<file path="src/rtl/isa_host_regs.sv">
`default_nettype none
// ============================================================================
// Module   : isa_host_regs
// Purpose  : Avalon-MM register block that issues ISA I/O requests to the
//            bus sequencer, captures read data, tracks busy state, runs a
//            timeout watchdog and latches ISA interrupts.
// Revision : 1.0 - initial release
// ============================================================================
module isa_host_regs #(
  parameter int unsigned TIMEOUT = 64
) (
  input  logic        clk,
  input  logic        reset,
  input  logic [2:0]  avs_address,
  input  logic        avs_read,
  input  logic        avs_write,
  input  logic [31:0] avs_writedata,
  output logic [31:0] avs_readdata,
  output logic [7:0]  control_out,
  input  logic        control_reset_n,
  input  logic        data_read_n,
  output logic [15:0] isa_addr,
  output logic [7:0]  isa_wdata,
  input  logic [7:0]  isa_rdata,
  input  logic        irq_in,
  output logic        irq_out
);

  // Watchdog count at which an outstanding request is aborted.
  localparam logic [7:0] WDOG_LAST = 8'(TIMEOUT - 1);

  localparam logic [2:0] A_ADDR   = 3'd0;
  localparam logic [2:0] A_WDATA  = 3'd1;
  localparam logic [2:0] A_CTRL   = 3'd2;
  localparam logic [2:0] A_RDATA  = 3'd3;
  localparam logic [2:0] A_STATUS = 3'd4;
  localparam logic [2:0] A_IRQEN  = 3'd5;

  typedef enum logic [0:0] {
    ST_IDLE = 1'b0,
    ST_BUSY = 1'b1
  } state_t;

  state_t      state_q, state_d;
  logic [1:0]  ctrl_q, ctrl_d;
  logic [7:0]  wdog_q, wdog_d;
  logic        timeout_set;
  logic        start_rd;

  logic [15:0] addr_q;
  logic [7:0]  wdata_q;
  logic [7:0]  rdata_q;
  logic        rd_valid_q;
  logic        err_busy_q;
  logic        timeout_q;
  logic        irq_pend_q;
  logic        irq_en_q;
  logic        sync1_q, sync2_q, edge_q;
  logic        irq_out_q;
  logic [31:0] readdata_q, readdata_d;

  logic        wr_addr, wr_wdata, wr_ctrl, wr_status, wr_irqen;
  logic        busy_reject;
  logic        irq_rise;
  logic        unused_wdata;

  assign wr_addr   = avs_write && (avs_address == A_ADDR);
  assign wr_wdata  = avs_write && (avs_address == A_WDATA);
  assign wr_ctrl   = avs_write && (avs_address == A_CTRL);
  assign wr_status = avs_write && (avs_address == A_STATUS);
  assign wr_irqen  = avs_write && (avs_address == A_IRQEN);

  // Writes that would disturb the in-flight ISA cycle are dropped and flagged.
  assign busy_reject = (state_q == ST_BUSY) && (wr_addr || wr_wdata || wr_ctrl);
  assign irq_rise    = sync2_q && !edge_q;
  assign unused_wdata = ^avs_writedata[31:16];

  // State, request word and watchdog registers.
  always_ff @(posedge clk) begin
    if (!reset) begin
      state_q <= ST_IDLE;
      ctrl_q  <= 2'b00;
      wdog_q  <= 8'd0;
    end else begin
      state_q <= state_d;
      ctrl_q  <= ctrl_d;
      wdog_q  <= wdog_d;
    end
  end

  // Request sequencing: start on a non-zero CTRL write, end on completion
  // or watchdog expiry (completion takes priority over the abort).
  always_comb begin
    state_d     = state_q;
    ctrl_d      = ctrl_q;
    wdog_d      = wdog_q;
    timeout_set = 1'b0;
    start_rd    = 1'b0;
    case (state_q)
      ST_IDLE: begin
        if (wr_ctrl && (avs_writedata[1:0] != 2'b00)) begin
          state_d  = ST_BUSY;
          ctrl_d   = avs_writedata[0] ? 2'b01 : 2'b10;
          wdog_d   = 8'd0;
          start_rd = avs_writedata[0];
        end
      end
      ST_BUSY: begin
        if (!control_reset_n) begin
          state_d = ST_IDLE;
          ctrl_d  = 2'b00;
        end else if (wdog_q == WDOG_LAST) begin
          state_d     = ST_IDLE;
          ctrl_d      = 2'b00;
          timeout_set = 1'b1;
        end else begin
          wdog_d = wdog_q + 8'd1;
        end
      end
      default: begin
        state_d = ST_IDLE;
        ctrl_d  = 2'b00;
      end
    endcase
  end

  // Software-visible registers, status flags (set beats W1C) and IRQ path.
  always_ff @(posedge clk) begin
    if (!reset) begin
      addr_q     <= 16'h0000;
      wdata_q    <= 8'h00;
      rdata_q    <= 8'h00;
      rd_valid_q <= 1'b0;
      err_busy_q <= 1'b0;
      timeout_q  <= 1'b0;
      irq_pend_q <= 1'b0;
      irq_en_q   <= 1'b0;
      sync1_q    <= 1'b0;
      sync2_q    <= 1'b0;
      edge_q     <= 1'b0;
      irq_out_q  <= 1'b0;
    end else begin
      if (wr_addr && (state_q == ST_IDLE))  addr_q  <= avs_writedata[15:0];
      if (wr_wdata && (state_q == ST_IDLE)) wdata_q <= avs_writedata[7:0];
      if (wr_irqen)                         irq_en_q <= avs_writedata[0];

      if (!data_read_n) rdata_q <= isa_rdata;

      if (!data_read_n)                           rd_valid_q <= 1'b1;
      else if (start_rd)                          rd_valid_q <= 1'b0;
      else if (wr_status && avs_writedata[1])     rd_valid_q <= 1'b0;

      if (busy_reject)                            err_busy_q <= 1'b1;
      else if (wr_status && avs_writedata[2])     err_busy_q <= 1'b0;

      if (timeout_set)                            timeout_q <= 1'b1;
      else if (wr_status && avs_writedata[3])     timeout_q <= 1'b0;

      if (irq_rise)                               irq_pend_q <= 1'b1;
      else if (wr_status && avs_writedata[4])     irq_pend_q <= 1'b0;

      sync1_q   <= irq_in;
      sync2_q   <= sync1_q;
      edge_q    <= sync2_q;
      irq_out_q <= irq_pend_q && irq_en_q;
    end
  end

  // Read mux over pre-edge register state.
  always_comb begin
    readdata_d = 32'h0;
    case (avs_address)
      A_ADDR:   readdata_d[15:0] = addr_q;
      A_WDATA:  readdata_d[7:0]  = wdata_q;
      A_CTRL:   readdata_d[1:0]  = ctrl_q;
      A_RDATA:  readdata_d[7:0]  = rdata_q;
      A_STATUS: readdata_d[4:0]  = {irq_pend_q, timeout_q, err_busy_q,
                                    rd_valid_q, (state_q == ST_BUSY)};
      A_IRQEN:  readdata_d[0]    = irq_en_q;
      default:  readdata_d       = 32'h0;
    endcase
  end

  // Registered Avalon read data, one cycle latency.
  always_ff @(posedge clk) begin
    if (!reset) begin
      readdata_q <= 32'h0;
    end else if (avs_read) begin
      readdata_q <= readdata_d;
    end
  end

  assign avs_readdata = readdata_q;
  assign control_out  = {6'b000000, ctrl_q};
  assign isa_addr     = addr_q;
  assign isa_wdata    = wdata_q;
  assign irq_out      = irq_out_q;

endmodule
`default_nettype wire
</file>
<file path="config.mk">
export PLATFORM = sky130hd
export DESIGN_NAME = isa_host_regs
export DESIGN_NICKNAME = d
export VERILOG_FILES = /design/src/rtl/isa_host_regs.sv
export SDC_FILE = /design/constraint.sdc
export NUM_CORES = 1
export LEC_CHECK = 0
export CORE_MARGIN = 2
export CORE_UTILIZATION = 40
export CTS_CLUSTER_DIAMETER = 150
export DETAILED_ROUTE_END_ITERATION = 7
export GPL_TIMING_DRIVEN = 0
export PLACE_DENSITY = 0.74
export SYNTH_ARGS = -nofsm -noshare
export SYNTH_HDL_FRONTEND = slang
export SYNTH_SLANG_ARGS = --single-unit
</file>
<file path="constraint.sdc">
create_clock -name clk -period 1.5 [get_ports clk]
set_input_delay 0.15 -clock clk [delete_from_list [all_inputs] [get_ports clk]]
set_output_delay 0.15 -clock clk [all_outputs]
set_load 0.02 [all_outputs]
</file>
# Word-level counts from Yosys, hierarchy flattened
# Cells that the tools add are included.
[word_totals]
ff_bits = 68
out_inout_bits = 65
elab_cells = 86
[op_classes]
add_sub_neg = 1
n_eq_ne = 11
mux = 32
bitwise = 1
n_reduce_logical = 25
[op_table]
columns = ["op", "n"]
rows = [
  ["$mux W8", 4],
  ["$mux W1", 17],
  ["$pmux W8 S2", 1],
  ["$logic_and A1 B1 Y1", 15],
  ["$pmux W3 S4", 1],
  ["$pmux W3 S3", 1],
  ["$add A8 B1 Y8 const B", 1],
  ["$eq A8 B6 Y1 const B", 1],
  ["$mux W2", 4],
  ["$reduce_bool A2 Y1", 4],
  ["$eq A3 B2 Y1 const B", 2],
  ["$eq A3 B3 Y1 const B", 2],
  ["$ne A2 B2 Y1 const B", 3],
  ["$pmux W1 S6", 1],
  ["$pmux W1 S5", 1],
  ["$pmux W2 S2", 1],
  ["$eq A3 B1 Y1 const B", 1],
  ["$logic_not A3 Y1", 1],
  ["$ne A3 B1 Y1 const B", 1],
  ["$ne A3 B2 Y1 const B", 1],
  ["$reduce_and A3 Y1", 1],
  ["$logic_or A1 B1 Y1", 2],
  ["$pmux W1 S2", 1],
  ["$reduce_and A2 Y1", 1],
  ["other kinds (2)", 2],
]

# Longest topological paths before layout
# Gate-level depths: netlist (run 1).
[logic_depth]
word_depth = 7
ltp_mapped = 7

# Worst setup path after synthesis (run 1)
# Ideal clock, no wire load.
[synth_path]
path_type = "register to register"
start = "register wdog_q[0]"
end = "register ctrl_q[0]"
setup_time_ns = 0.124
arrival_time_ns = 1.369
slack_ns = 0.007
stages_incl_launch_ff = 6
synth_period_minus_slack_ns = 1.493
cell_sequence = "dfxtp_1 > ha_1 > or3b_4 > o21a_1 > o21ai_0 > a21boi_0"
[synth_between]
elab_chain_cells = 3
[synth_lines]
columns = ["element", "line", "source"]
rows = [
  ["start, declared", "46", "logic [7:0] wdog_q, wdog_d;"],
  ["start signal, assigned", "87", "wdog_q <= wdog_d;"],
  ["$eq A8 B6 Y1", "112", "end else if (wdog_q == WDOG_LAST) begin"],
  ["$ne A3 B2 Y1 (no source line)", "-", ""],
  ["$reduce_and A2 Y1 (no source line)", "-", ""],
  ["end signal, assigned", "86", "ctrl_q <= ctrl_d;"],
  ["end, declared", "45", "logic [1:0] ctrl_q, ctrl_d;"],
]
# Every way passes these cells.
# A chain may end at the register's enable or synchronous reset.

# Worst setup path in the final report (run 1)
[layout_path]
start = "register addr_q[15] (netlist: isa_addr[15])"
end = "output port isa_addr[15]"
[layout_lines]
columns = ["element", "line", "source"]
rows = [
  ["start, declared", "50", "logic [15:0] addr_q;"],
  ["start signal, assigned", "143", "if (wr_addr && (state_q == ST_IDLE)) addr_q <= avs_writedata[15:0];"],
  ["end, declared", "22", "output logic [15:0] isa_addr,"],
]
# No word-level cell between the ends.

==> results of run 1 <==
==> Yosys cell counts (2+ instances only) <==
library cell,instances
sky130_fd_sc_hd__nor3_1,2
sky130_fd_sc_hd__o21ai_0,12
sky130_fd_sc_hd__dfxtp_1,68
sky130_fd_sc_hd__buf_4,24
sky130_fd_sc_hd__a21boi_0,19
sky130_fd_sc_hd__clkbuf_1,10
sky130_fd_sc_hd__buf_2,6
sky130_fd_sc_hd__nor2b_1,29
sky130_fd_sc_hd__buf_6,3
sky130_fd_sc_hd__nand4_1,2
sky130_fd_sc_hd__mux2_2,4
sky130_fd_sc_hd__nand3b_1,6
sky130_fd_sc_hd__nand2b_1,2
sky130_fd_sc_hd__nor2_1,9
sky130_fd_sc_hd__a21boi_1,10
sky130_fd_sc_hd__o21a_1,8
sky130_fd_sc_hd__inv_1,2
sky130_fd_sc_hd__and3_1,3
sky130_fd_sc_hd__nand2_1,52
sky130_fd_sc_hd__nand3_1,15
sky130_fd_sc_hd__mux2i_1,16
sky130_fd_sc_hd__o211ai_1,2
sky130_fd_sc_hd__a31oi_1,5
sky130_fd_sc_hd__xor2_1,4
sky130_fd_sc_hd__and2_1,4
sky130_fd_sc_hd__a21oi_1,11
sky130_fd_sc_hd__a22oi_1,3
==> path summary, 6_finish.rpt <==
check | slack (ps) | end | startpoint
max reg2reg | 40 | state_q$_SDFF_PN0_ | wdog_q[1]$_SDFFE_PN0P_
min reg2reg | 450 | sync2_q$_SDFF_PN0_ | sync1_q$_SDFF_PN0_
min | 350 | isa_addr[15]$_SDFFE_PN0P_ | avs_writedata[15]
max | 40 | isa_addr[15] | isa_addr[15]$_SDFFE_PN0P_
==> cell families (layout without fill, tap and decap cells) <==
logic type / Yosys count / in the layout / share of synthesized area, %
and+or+nand+nor: 137 / 137 / 23.4
AOI/OAI and AO/OA: 79 / 79 / 16.8
DFF: 68 / 68 / 42.7
buffers and inverters: 45 / 138 / 9.07
muxes: 20 / 20 / 6.44
xor gates and xnor gates: 4 / 4 / 1.10
adders and majority gates: 1 / 1 / 0.392
other: 1 / 22 / 0.118
==> power by group through the flow <==
stage,clock [uW],combinational [uW],sequential (uW)
finish,1550,499,1870
global route,1650,537,1870
CTS,1570,485,1870
detailed placement,0,485,1910
global placement,0,481,1910
floorplan,0,274,1930
==> worst register-to-register path, cell delays in order (launching register included) <==
cell and delay, ps:
sky130_fd_sc_hd__dfxtp_2 360, sky130_fd_sc_hd__ha_4 140, sky130_fd_sc_hd__or3b_4 420, sky130_fd_sc_hd__o21a_4 260
sky130_fd_sc_hd__o21a_1 180
==> routing by layer <==
metal / global-route usage [%] / part of all wire [%]
met1: 25.0 / 44
met2: 31.2 / 46
met3: 4.92 / 7.9
met4: 9.19 / 2.6
met5: 0 / 0
==> through the flow <==
stage / hold slack, ps / TNS [ps]
floorplan: 277 / 0
global placement: 415 / -10920
detailed placement: 424 / -12320
CTS: 317 / 0
global route: 371 / -55.4
finish: 345 / 0
==> sequential cells by signal, summed over array words and instances, names as in the netlist <==
name          count
irq_en_q          1
edge_q            1
timeout_q         1
irq_pend_q        1
irq_out           1
rd_valid_q        1
isa_wdata         8
sync1_q           1
rdata_q           8
isa_addr         16
ctrl_q            2
wdog_q            8
sync2_q           1
avs_readdata     16
state_q           1
err_busy_q        1
==> layout make-up <==
class / instances / area, um^2 / area share (%)
Multi-Input combinational cell: 263 / 1650 / 37.1
Sequential cell: 68 / 1370 / 30.6
Timing Repair Buffer: 77 / 805 / 18.0
Buffer: 43 / 300 / 6.73
Clock buffer: 12 / 155 / 3.48
Tap cell: 102 / 128 / 2.86
Clock inverter: 4 / 47.5 / 1.07
Inverter: 2 / 7.51 / 0.168
==> timing repair <==
action / in CTS / in global routing
pin swaps: 0 / 6
setup buffers: 1 / 3
gates resized for setup: 15 / 37
endpoints found under the setup margin: 14 / 57
==> reports/summary.log, run 1 <==
qor: outcome.run_status complete, no violations
qor: floorplan.ios 115
qor: power.sw_frac_of_total 25.0%
qor: yosys.synth-edff-count 0
qor: timing.worst_max_slew_pin_slew 723 ps
qor: finish.drive_gt1_share 16.2%
qor: drt.routed-via-count 2820
qor: grt.global_route.overflow_total 0
qor: yosys.synth_area_leader_cell sky130_fd_sc_hd__dfxtp_1
qor: critical_path.cp.arrival 1310 ps
qor: grt.grt_pass1_vias 2767
qor: critical_path.critical_path.top_delay_family buffers and inverters
qor: cts.clock_sinks 68
qor: floorplan.floorplan.die.height 93.3 um
qor: yosys.ys.warnings.count 0
qor: power.power_frac_clock 39.5%
qor: drt.post_detailed_routing_wire_length 8320 um
qor: drt.postRouteAntennaNets 0
qor: finish.layout_common_cells 66 x sky130_fd_sc_hd__dfxtp_1, 51 x sky130_fd_sc_hd__nand2_1, 45 x sky130_fd_sc_hd__clkdlybuf4s50_1, 29 x sky130_fd_sc_hd__nor2b_1, 28 x sky130_fd_sc_hd__buf_4
qor: timing.timing.final.crit_share 97.3%
qor: power.power.share.combinational 12.7%
qor: cts.hold_buffers 0
qor: cts.clock_tree.buffer_depth 2
qor: power.ir_worst_vdd 0.000516 V
qor: cts.clk_latency 350 ps
qor: grt.largest_net_degree_at_the_start_of_global_routing 12
qor: yosys.synth_area_per_cell 8.98 um^2
qor: critical_path.critPathBufInv 1
qor: placement.post_dp_cell_area 4130 um^2
qor: placement.buffer_ports.inserted 73
qor: worst_hold_path.worst_hold_path_type primary input to register
qor: yosys.yosysUniqueCellTypes 51
qor: floorplan.fp-row-count 32
qor: timing.clock-skew-final 8.22 ps
qor: power.cellLeakagePower 0.00209 uW
qor: power.p_int 2940 uW
qor: cts.numCtsBuffers 9
qor: power.total_power 3920 uW
qor: floorplan.chipWidth 93.3 um
qor: timing.timing.slew.headroom 51.8%
qor: yosys.post_synthesis_cell_area 3190 um^2
qor: critical_path.critical_path_depth 1
qor: timing.report.final.setup_viol 0
qor: job.drv_cap 0
qor: finish.nets 515
qor: floorplan.die-area 8700 um^2
qor: yosys.synthArstFlopShare 0%
qor: power.cell_pwr_density 878 nW/um^2
qor: yosys.post_syn_instances 355
qor: drt.avgRoutedWirePerCell 14.6 um
qor: critical_path.critPathCaptureType output port
qor: finish.fin_cells 571
qor: yosys.synth.ff_latch_count 68
qor: timing.final-max-slew-violation-count 0
qor: power.total_switching_power 981 uW
qor: worst_hold_path.hold_path_depth 3
qor: critical_path.timing.critical_path.cells clkdlybuf4s50_1
qor: critical_path.cp_data_required_time 1350 ps
qor: placement.routabilityCongestion 0.887
qor: timing.final_period_minus_worst_setup_slack 1460 ps
qor: cts.clk_transition_reported_paths 70 ps
qor: timing.rsz0062_at_grt true
qor: critical_path.r2r_cells 4
qor: grt.global_route_wire_length_before_repair 13200 um
qor: timing.timing.final.hold_violations 0
qor: yosys.synth.top_cells.by_area sky130_fd_sc_hd__dfxtp_1 43%, sky130_fd_sc_hd__nand2_1 6.1%, sky130_fd_sc_hd__nor2b_1 5.7%
qor: yosys.synth.top_cell.area_share 42.7%
qor: grt.grtUsageTotal 19.6%
qor: critical_path.timing.critical_path.slowest_stage_cell sky130_fd_sc_hd__clkdlybuf4s50_1
qor: yosys.synth_top_flop_cell sky130_fd_sc_hd__dfxtp_1
qor: critical_path.timing.critical_path.fanout_max 3
qor: finish.area_growth_syn_to_layout 40.0%
qor: finish.final_area 4460 um^2
qor: cts.cts-root-buf sky130_fd_sc_hd__clkbuf_8
qor: finish.finalCoreUtilization 57.8%
qor: drt.detailedRoute.firstIterationViolations 124
qor: critical_path.path_class register to output port
qor: cts.cts.htree.levels 3
qor: placement.post-dp-hpwl 5830 um
qor: drt.drt-pass1-iter-count 4
qor: timing.worst_slack 41.2 ps
qor: floorplan.floorplan.initialDensity 41.3%
qor: finish.mostFrequentLayoutCell sky130_fd_sc_hd__dfxtp_1
qor: power.p_seq_share 47.7%
qor: grt.antenna_found_initial 0
qor: finish.fillCellCount 693
qor: placement.post-place-cells 551
qor: drt.post-route-drc-count 0
qor: placement.detailedPlace.worstSlack -424 ps
qor: floorplan.floorplan.core_area 7730 um^2
qor: cts.tritoncts done
qor: timing.timing.fmax 685 MHz
qor: drt.via_density_per_instance 4.94
qor: critical_path.worst_setup_path_start_kind register
qor: yosys.seq_area_frac_synth 42.7%
qor: critical_path.cp_slowest_stage_delay 610 ps
qor: finish.antenna_cells 0
No activity file was read; power rests on OpenSTA's default activity.
==> inputs of run 2 (changes only) <==
Settings changed: GPL_TIMING_DRIVEN 0 to 1.
==> run 2 against run 1 <==
  * Global-route usage is 0.42 points lower
  * Via count is 0.28% lower
  * Highest routed layer unchanged
  * Register-to-register slack worse by 20 ps
  * First-iteration DRC count is 20% lower
  * Non-clock buffer count is 7 lower
  * Sequential power hardly changed
  * Wire length is 3.6% lower
==> reports/summary.log, run 2 (synthesis gave the netlist of run 1 again) <==
qor: grt.gr-max-usage-layer met2 [unchanged]
qor: placement.post-dp-hpwl 5970 um [was 5830 um]
qor: finish.final_area 4440 um^2 [was 4460 um^2]
qor: grt.globalRouteMet1Util 24.9% [was 25.0%]
qor: cts.clock_sinks 68 [unchanged]
qor: timing.fin_hold_ws 245 ps [was 345 ps]
qor: grt.global_route.overflow_total 0 [unchanged]
qor: finish.layout_common_cells 65 x sky130_fd_sc_hd__dfxtp_1, 52 x sky130_fd_sc_hd__nand2_1, 48 x sky130_fd_sc_hd__clkdlybuf4s50_1, 34 x sky130_fd_sc_hd__buf_4, 29 x sky130_fd_sc_hd__nor2b_1 [was 66 x sky130_fd_sc_hd__dfxtp_1, 51 x sky130_fd_sc_hd__nand2_1, 45 x sky130_fd_sc_hd__clkdlybuf4s50_1, 29 x sky130_fd_sc_hd__nor2b_1, 28 x sky130_fd_sc_hd__buf_4]
qor: timing.timing.final.hold_violations 0 [unchanged]
qor: critical_path.path_class register to register [was register to output port]
qor: floorplan.floorplan.core_area 7730 um^2 [unchanged]
qor: timing.setup_total_negative_slack 0 ps [unchanged]
qor: critical_path.timing.critical_path.fanout_max 5 [was 3]
qor: timing.timing.final.crit_share 98.4% [was 97.3%]
qor: finish.antenna_cells 0 [unchanged]
qor: finish.area_growth_syn_to_layout 39.3% [was 40.0%]
qor: floorplan.floorplan.initialDensity 41.3% [unchanged]
qor: placement.post_dp_cell_area 4180 um^2 [was 4130 um^2]
qor: drt.post-route-drc-count 0 [unchanged]
qor: grt.grt_pass1_vias 2675 [was 2767]
qor: grt.global_route_wire_length_before_repair 12900 um [was 13200 um]
qor: critical_path.cp.arrival 1710 ps [was 1310 ps]
qor: power.cell_pwr_density 872 nW/um^2 [was 878 nW/um^2]
qor: floorplan.chipWidth 93.3 um [unchanged]
qor: placement.routabilityCongestion 0.827 [was 0.887]
qor: grt.antenna_found_initial 0 [unchanged]
qor: timing.final-max-slew-violation-count 0 [unchanged]
qor: finish.layout.area.seq 1370 um^2 [about the same]
qor: critical_path.critPathCaptureType register [was output port]
qor: cts.clk_latency 340 ps [was 350 ps]
qor: timing.report.final.setup_viol 0 [unchanged]
qor: floorplan.ios 115 [unchanged]
qor: drt.drt-pass1-iter-count 4 [unchanged]
qor: floorplan.floorplan.die.height 93.3 um [unchanged]
qor: timing.rsz0062_at_grt true [unchanged]
qor: drt.post_detailed_routing_wire_length 8020 um [was 8320 um]
qor: cts.cts-root-buf sky130_fd_sc_hd__clkbuf_8 [unchanged]
qor: cts.tritoncts done [unchanged]
qor: power.ir_worst_vdd 0.000367 V [was 0.000516 V]
qor: cts.clock_tree.buffer_depth 2 [unchanged]
qor: drt.via_density_per_instance 4.99 [was 4.94]
qor: finish.multi_input_comb_area 1640 um^2 [was 1650 um^2]
qor: cts.cts.htree.levels 3 [unchanged]
qor: outcome.run_status complete, no violations [unchanged]
qor: cts.clk_transition_reported_paths 70 ps [about the same]
qor: timing.timing.fmax 678 MHz [was 685 MHz]
qor: critical_path.worst_setup_path_start_kind register [unchanged]
qor: drt.detailedRoute.firstIterationViolations 99 [was 124]
qor: job.drv_cap 0 [unchanged]
qor: finish.mostFrequentLayoutCell sky130_fd_sc_hd__dfxtp_1 [unchanged]
qor: drt.routed-via-count 2812 [was 2820]
qor: finish.drive_gt1_share 16.2% [about the same]
qor: finish.nets 508 [was 515]
qor: worst_hold_path.worst_hold_path_type primary input to register [unchanged]
qor: cts.numCtsBuffers 9 [unchanged]
qor: grt.use_met3 5.00% [was 4.92%]
qor: critical_path.cp_data_required_time 1740 ps [was 1350 ps]
qor: drt.avgRoutedWirePerCell 14.2 um [was 14.6 um]
qor: grt.grtUsageTotal 19.2% [was 19.6%]
qor: drt.postRouteAntennaNets 0 [unchanged]
qor: floorplan.fp-row-count 32 [unchanged]
qor: grt.largest_net_degree_at_the_start_of_global_routing 25 [was 12]
qor: floorplan.die-area 8700 um^2 [unchanged]
qor: finish.fillCellCount 705 [was 693]
qor: timing.clock-skew-final 4.48 ps [was 8.22 ps]
qor: power.cellLeakagePower 0.00203 uW [was 0.00209 uW]
qor: grt.groute.layer.met2.usage 29.8% [was 31.2%]
qor: finish.finalCoreUtilization 57.5% [was 57.8%]
qor: timing.final_period_minus_worst_setup_slack 1480 ps [was 1460 ps]
qor: placement.buffer_ports.inserted 76 [was 73]
qor: power.total_power 3870 uW [was 3920 uW]
## run 2: worst paths after layout
check / startpoint / end / slack (ps) / cells after the start
worst max-delay path: wdog_q[1]$_SDFFE_PN0P_ / wdog_q[3]$_SDFFE_PN0P_ / 20 / 5
worst min-delay path: reset / irq_pend_q$_SDFFE_PN0P_ / 240 / 2
worst max register to register: wdog_q[1]$_SDFFE_PN0P_ / wdog_q[3]$_SDFFE_PN0P_ / 20 / 5
worst min register to register: sync1_q$_SDFF_PN0_ / sync2_q$_SDFF_PN0_ / 430 / 1
## run 2: metrics by stage
stage	setup slack (ps)	instances
after floorplan	6.70	376
after global placement	-226	547
after detailed placement	-248	547
after CTS	0.546	563
after global routing	-18.8	564
final	24.0	564
## run 2: layout make-up
class	count	area share, %
repair buffers	113	24.8
well taps	102	2.87
flip-flops and latches	68	30.7
clock inverters	5	1.13
clock buffers	11	3.41
multi-input cells	263	36.9
inverters	2	0.169
## run 2: worst max-delay path, stage by stage (launching register included)
cell	delay, ps
sky130_fd_sc_hd__dfxtp_2	350
sky130_fd_sc_hd__ha_4	130
sky130_fd_sc_hd__or3b_4	410
sky130_fd_sc_hd__o211ai_1	220
sky130_fd_sc_hd__xor2_1	190
sky130_fd_sc_hd__nor2_1	60
## run 2: repair_timing
item,in CTS,in global routing
hold buffers,0,0
endpoints found under the setup margin,13,24
gates resized for setup,15,21
setup buffers,0,1
gates cloned,0,0
pin swaps,2,4
## run 2: routing by layer
layer  wire, um  part of all wire, %
met3        448                  5.6
met5          0                    0
met4        166                  2.1
met1       3690                   46
met2       3710                   46
## run 2: power breakdown
part	total [uW]	leakage (uW)	internal [uW]	switching, uW
clock network	1520	0.000109	846	671
registers	1870	0.000553	1850	27.4
logic	484	0.00137	238	247
